$ cat config.mk
export PLATFORM = sky130hd
export DESIGN_NAME = cdc_handshake_tx
export DESIGN_NICKNAME = d
export VERILOG_FILES = /design/src/rtl/cdc_handshake_tx.sv
export SDC_FILE = /design/constraint.sdc
export NUM_CORES = 1
export LEC_CHECK = 0
export BUFFER_PORTS_ARGS = -buffer_cell sky130_fd_sc_hd__buf_2
export CAP_MARGIN = 40
export CELL_PAD_IN_SITES_DETAIL_PLACEMENT = 1
export CELL_PAD_IN_SITES_GLOBAL_PLACEMENT = 1
export CORE_MARGIN = 5
export CORE_UTILIZATION = 37
export CTS_BUF_LIST = sky130_fd_sc_hd__clkbuf_8
export DETAILED_ROUTE_END_ITERATION = 16
export PLACE_DENSITY = 0.88
export SLEW_MARGIN = 20
export SYNTH_ARGS = -nofsm -noshare
export SYNTH_HDL_FRONTEND = slang
export SYNTH_SLANG_ARGS = --single-unit
$ cat constraint.sdc
create_clock -name clock -period 1.5 [get_ports clock]
set_input_delay 0.075 -clock clock [delete_from_list [all_inputs] [get_ports clock]]
set_output_delay 0.075 -clock clock [all_outputs]
set_load 0.02 [all_outputs]
$ cat src/rtl/cdc_handshake_tx.sv
// rtl/cdc_handshake_tx.sv - source side of a 4-phase req/ack clock-domain crossing
// Optional macro CDC_TX_TIMEOUT_EN bounds the REQ_HIGH/REQ_LOW waits and pulses error on abort.
module cdc_handshake_tx #(
  parameter int DATA_WIDTH     = 8,
  parameter int SYNC_BITS      = 3,
  parameter int TIMEOUT_CYCLES = 255
) (
  input  logic                  clock,
  input  logic                  reset,
  input  logic                  send_valid,
  input  logic [DATA_WIDTH-1:0] send_data,
  output logic                  send_ready,
  output logic                  req,
  output logic [DATA_WIDTH-1:0] data_out,
  input  logic                  ack,
  output logic                  done,
  output logic                  error
);

  typedef enum logic [1:0] {
    IDLE,
    SETUP,
    REQ_HIGH,
    REQ_LOW
  } state_t;

  state_t                state;
  state_t                state_next;
  logic [SYNC_BITS-1:0]  ack_sync;
  logic                  ack_s;
  logic                  req_next;
  logic                  done_next;
  logic                  error_next;
  logic [DATA_WIDTH-1:0] data_next;
  logic                  timeout;

  if (SYNC_BITS < 2 || TIMEOUT_CYCLES < 1) begin : g_param_check
    $error("cdc_handshake_tx: SYNC_BITS must be >= 2 and TIMEOUT_CYCLES >= 1");
  end

  // Chain resets to ones so a fresh block looks busy until a real ack=0 arrives.
  always_ff @(posedge clock) begin
    if (reset) begin
      ack_sync <= '1;
    end else begin
      ack_sync <= {ack_sync[SYNC_BITS-2:0], ack};
    end
  end

  assign ack_s      = ack_sync[SYNC_BITS-1];
  assign send_ready = (state == IDLE) && !ack_s;

`ifdef CDC_TX_TIMEOUT_EN
  localparam int            CW   = $clog2(TIMEOUT_CYCLES + 1);
  localparam logic [CW-1:0] LAST = CW'(TIMEOUT_CYCLES - 1);

  logic [CW-1:0] wait_cnt;

  always_ff @(posedge clock) begin
    if (reset || (state_next != state)) begin
      wait_cnt <= '0;
    end else if (state == REQ_HIGH || state == REQ_LOW) begin
      wait_cnt <= wait_cnt + CW'(1);
    end
  end

  assign timeout = (state == REQ_HIGH || state == REQ_LOW) && (wait_cnt == LAST);
`else
  assign timeout = 1'b0;
`endif

  always_ff @(posedge clock) begin
    if (reset) begin
      state    <= IDLE;
      req      <= 1'b0;
      data_out <= '0;
      done     <= 1'b0;
      error    <= 1'b0;
    end else begin
      state    <= state_next;
      req      <= req_next;
      data_out <= data_next;
      done     <= done_next;
      error    <= error_next;
    end
  end

  always_comb begin
    state_next = state;
    req_next   = req;
    data_next  = data_out;
    done_next  = 1'b0;
    error_next = 1'b0;
    case (state)
      IDLE: begin
        if (send_valid && send_ready) begin
          data_next  = send_data;
          state_next = SETUP;
        end
      end
      // One settle cycle so data_out is stable before req rises.
      SETUP: begin
        req_next   = 1'b1;
        state_next = REQ_HIGH;
      end
      REQ_HIGH: begin
        if (ack_s) begin
          req_next   = 1'b0;
          state_next = REQ_LOW;
        end else if (timeout) begin
          req_next   = 1'b0;
          error_next = 1'b1;
          state_next = IDLE;
        end
      end
      REQ_LOW: begin
        if (!ack_s) begin
          done_next  = 1'b1;
          state_next = IDLE;
        end else if (timeout) begin
          error_next = 1'b1;
          state_next = IDLE;
        end
      end
      default: begin
        req_next   = 1'b0;
        state_next = IDLE;
      end
    endcase
  end

endmodule

======== Yosys cells after proc, flatten, opt, wreduce, memory -nomap -nowiden ========
Index checks and enable logic that the tools add are counted.
storage, ports and cells
  logic and storage cells ................. 28
  register bits after elaboration ......... 15
  output and inout port bits .............. 12
  bits of input ports ..................... 12
cells by class
  equal/unequal tests ..................... 6
  multiplexer cells ....................... 7
  bitwise logic cells ..................... 1
  reduce and logical (&&, ||, !) cells .... 9
operator list
  kind                count
  $pmux 2 s4          1
  $mux 2              3
  $eq 2x2->1 const B  2
  $ne 2x2->1 const B  2
  $reduce_and 2->1    2
  $reduce_and 3->1    1
  $eq 2x1->1 const B  1
  $logic_and 1x1->1   2
  $logic_not 2->1     1
  $mux 1              2
  $ne 2x1->1 const B  1
  $pmux 1 s2          1
  $reduce_bool 2->1   1
  $reduce_or 2->1     1
  $logic_not 1->1     1
  $not 1->1           1

======== Logic depth before layout (Yosys ltp) ========
  word-level depth ........................ 5
  depth in mapped cells ................... 6
  mapped depth without buffers ............ 5

======== Least setup slack after synthesis ========
Ideal clock, no wire load.
  path kind ............................... register to register
  from .................................... reg state[0]
  to ...................................... reg state[0]
  arrival time ............................ 1.187 ns
  required time ........................... 1.378 ns
  cell stages (with the launch flop) ...... 6
  setup time .............................. 0.122 ns
  period minus slack after synthesis ...... 1.308 ns
  buffers on the path ..................... 0
  path slack .............................. 0.192 ns
  path through ............................ dfxtp_1 -> inv_1 -> ha_1 -> mux2_4 -> a2bb2oi_2 -> mux2i_1
on the way
  cells in the longest elaborated chain, start to end .. 5
  elaborated cells on any way between the ends .. 11
  classes of those cells .................. 6 x eq/ne; 1 x mux; 4 x reduce/logical
ends and longest elaborated chain
  item                        RTL line  source
  start: declaration          27        state_t state;
  start signal: assignment    80        state <= state_next;
  $logic_not 2->1             51, 94
  $logic_and 1x1->1           51        assign send_ready = (state == IDLE) && !ack_s;
  $logic_and 1x1->1           96        if (send_valid && send_ready) begin
  $ne 2x1->1 (no line)        n/a
  $reduce_and 3->1 (no line)  n/a
Several ways; a longest one is shown, not always the timed one.
A chain may end at the register's enable or synchronous reset.

======== Final worst setup path ========
Same ends and word-level chain as after synthesis.

==> flow_results.org <==
** Clocking
- Sinks on Clock Net :: 15
- In this run the clock root is driven by a sky130_fd_sc_hd__clkbuf_8.
- The later pin in the worst-skew pair is clocked with a latency of 240 ps.
- Counting along the longest clock path gives a buffer depth of 2.
- Clk slew on worst S/H paths :: 60 ps
- Counting the buffers created by CTS gives 3.
- The number of setup buffers added after CTS is 0.
- CTS built an H-tree with a depth of 1.
- Gates resized, CTS repair :: 0
- Buffers inserted to repair hold after CTS numbered 0.
- CTS tree :: built

** STA
- Worst setup margin :: 106 ps
- Final Cycle Share :: 93.0%
- Final critical delay including setup and external delays :: 1390 ps
- The final hold violation count came to 0.
- Max-slew violations :: 0
- Setup TNS :: 0 ps
- Timing would allow up to 717 MHz.
- Final-report setup violation count :: 0
- Post-Route Skew :: 2.31 ps

** GRT
- The via count of the first global-routing pass is 522.
- Entering global routing, the biggest net connects 18 pins.
- The number of antenna violations at the first check in global routing was 0.
- Global routing used 12.3% of the available tracks across all layers.
- Wire length of the first global-routing pass :: 2.37 mm
- The total overflow left after global routing is 0.

** Drt
- Routed wire length on met2 :: 727 um
- For this block, wires on met1 add up to 541 um.
- In this run, the number of DRC markers left after iteration 0 of detailed routing was 1.
- In the final routed layout, each cell accounts on average for 13.3 um.
- Number of remaining DRC errors :: 0
- Number of routed nets with antenna violations :: 0
- Via count :: 486
- Top layer in use :: met4
- Drt via density :: 4.76
- Pre-Repair DR Iteration Count :: 4
- Drt total wl :: 1.35 mm
- In the detailed route, the total length drawn on met3 is 58 um.

** Die
- Placeable core area :: 1690 sq um
- Initial Util :: 38.1%
- Horizontal die dimension :: 51.7 um
- 24 I/O pins were placed.
- The die is 51.7 um tall.
- Die footprint :: 2680 sq um
- The floorplan has 15 rows.

** Placement
- Post-DP HPWL :: 1.07 mm
- Routability-driven placement finished with a final weighted congestion of 0.761.
- During placement, the flow inserted port buffers numbering 22.
- OpenSTA, run right after detailed placement, puts the worst setup slack at 61.5 ps.

** Status
- Run status :: finished clean

** Hold path
- The path class of the tightest hold or removal check is in2reg.

** Worst setup path
- The critical path is of the reg2reg type.
- In this run the worst path has a maximum fanout of 5.
- Worst EP arrival :: 1550 ps
- Data required time at the worst endpoint :: 1660 ps
- Kind of launch point of the worst setup path :: flop
- The worst setup path is captured at a flop.

** Finish
- For this run, the post-layout net count is 103.
- The filler cells instantiated in the layout total 207.
- Highest-count cells in the layout ignoring fill and taps :: 22 x sky130_fd_sc_hd__buf_2, 14 x sky130_fd_sc_hd__dfxtp_1, 10 x sky130_fd_sc_hd__mux2i_1, 10 x sky130_fd_sc_hd__nor2_1, 5 x sky130_fd_sc_hd__ha_1
- Area Growth Syn to Fin :: 27.8%
- Commonest non-fill, non-tap cell in the layout :: sky130_fd_sc_hd__buf_2
- Antenna diode count :: 0
- Of the cells placed in the final design, the portion with a size suffix greater than 1 is 38.8%.

** Synthesis
- Syn Nets :: 78
- The average instance in the mapped netlist occupies 10.6 sq um.
- Cell types occupying the most area after synthesis :: sky130_fd_sc_hd__dfxtp_1 47%, sky130_fd_sc_hd__mux2i_1 16%, sky130_fd_sc_hd__ha_1 9.7%
- Syn. warnings :: 0
- Library cell with the largest summed area after synthesis :: sky130_fd_sc_hd__dfxtp_1
- Share of the yosys chip area belonging to registers :: 46.6%
- Post-Synthesis Cells :: 61
- Post-synthesis instance area :: 644 sq um
- The share of synthesized area in the top cell type comes to 46.6%.
- Number of synthesized register bits :: 15
- Distinct cells, synth :: 19

** Pwr
- The worst-case IR drop observed on VDD is 0.620 mV.
- The analysis attributes to cell leakage a power of 0.461 nW.
- Power spread over the standard cell area amounts to 1210 nW/um^2.

** Job
- Max-cap violations in this run came to 0.
## area by class of cell
class / instances / area, sq um / area share [%]
Sequential cell: 15 / 302 / 36.6
Multi-Input combinational cell: 41 / 318 / 38.6
Clock inverter: 1 / 3.75 / 0.456
Tap cell: 17 / 21.3 / 2.58
Timing Repair Buffer: 23 / 130 / 15.8
Clock buffer: 3 / 41.3 / 5.02
Inverter: 2 / 7.51 / 0.912
## report_power, final
part / switching, mW / internal, mW
combinational: 0.119 / 0.110
clock: 0.129 / 0.181
sequential: 0.0254 / 0.433
total: 0.274 / 0.724
## state kept, by name (all words and copies together) (netlist names)
| signal | cells |
|---|---|
| ack_sync | 3 |
| data_out | 8 |
| done | 1 |
| req | 1 |
| state | 2 |
## worst paths after layout
| kind | start | to | slack, ps | cells after the start |
|---|---|---|---|---|
| max reg2reg | state[0]$_SDFFE_PP0P_ | state[0]$_SDFFE_PP0P_ | 110 | 5 |
| max | state[0]$_SDFFE_PP0P_ | state[0]$_SDFFE_PP0P_ | 110 | 5 |
| min reg2reg | ack_sync[1]$_SDFF_PP1_ | ack_sync[2]$_SDFF_PP1_ | 420 | 1 |
| min | ack | ack_sync[0]$_SDFF_PP1_ | 10 | 2 |
## metrics by stage
stage	area, sq um	cells	hold WS (ps)	utilization (%)	total power, mW
CTS	822	102	6.28	48.7	1.01
global route	823	102	7.99	48.7	1.08
detailed placement	777	98	261	46.0	0.696
global placement	777	98	259	46.0	0.683
floorplan	644	61	179	-	0.628
finish	823	102	10.8	48.7	0.997
## critical path, cell delays in order, from the launching register on
cell,delay [ps]
sky130_fd_sc_hd__dfxtp_2,360
sky130_fd_sc_hd__inv_1,80
sky130_fd_sc_hd__ha_1,260
sky130_fd_sc_hd__mux2_4,290
sky130_fd_sc_hd__a2bb2oi_2,150
sky130_fd_sc_hd__mux2i_1,180
## cells in the mapped netlist
cell and instances:
sky130_fd_sc_hd__dfxtp_1 15, sky130_fd_sc_hd__mux2i_1 10, sky130_fd_sc_hd__nor2_1 10, sky130_fd_sc_hd__ha_1 5, sky130_fd_sc_hd__nand2b_1 3, sky130_fd_sc_hd__or2_2 3, sky130_fd_sc_hd__buf_4 2, sky130_fd_sc_hd__inv_1 2
sky130_fd_sc_hd__a21oi_1 1, sky130_fd_sc_hd__a2bb2oi_2 1, sky130_fd_sc_hd__and2b_2 1, sky130_fd_sc_hd__clkbuf_1 1, sky130_fd_sc_hd__conb_1 1, sky130_fd_sc_hd__mux2_4 1, sky130_fd_sc_hd__nand2_1 1, sky130_fd_sc_hd__nand3b_1 1
sky130_fd_sc_hd__nor2b_1 1, sky130_fd_sc_hd__nor3b_1 1, sky130_fd_sc_hd__o21bai_1 1
## layer usage
metal	up-vias	global-route usage, %
met5	-	0
met4	0	5.24
met3	4	3.44
met2	13	21.8
met1	226	13.5
li1	243	-
## cell families after synthesis
group	synth area share, %
other cells	0.582
buf+inv	4.08
flops	46.6
compound gates	4.27
fa+ha+maj	9.71
simple gates	16.9
mux	17.9
Power figures use the tool's default switching activity.
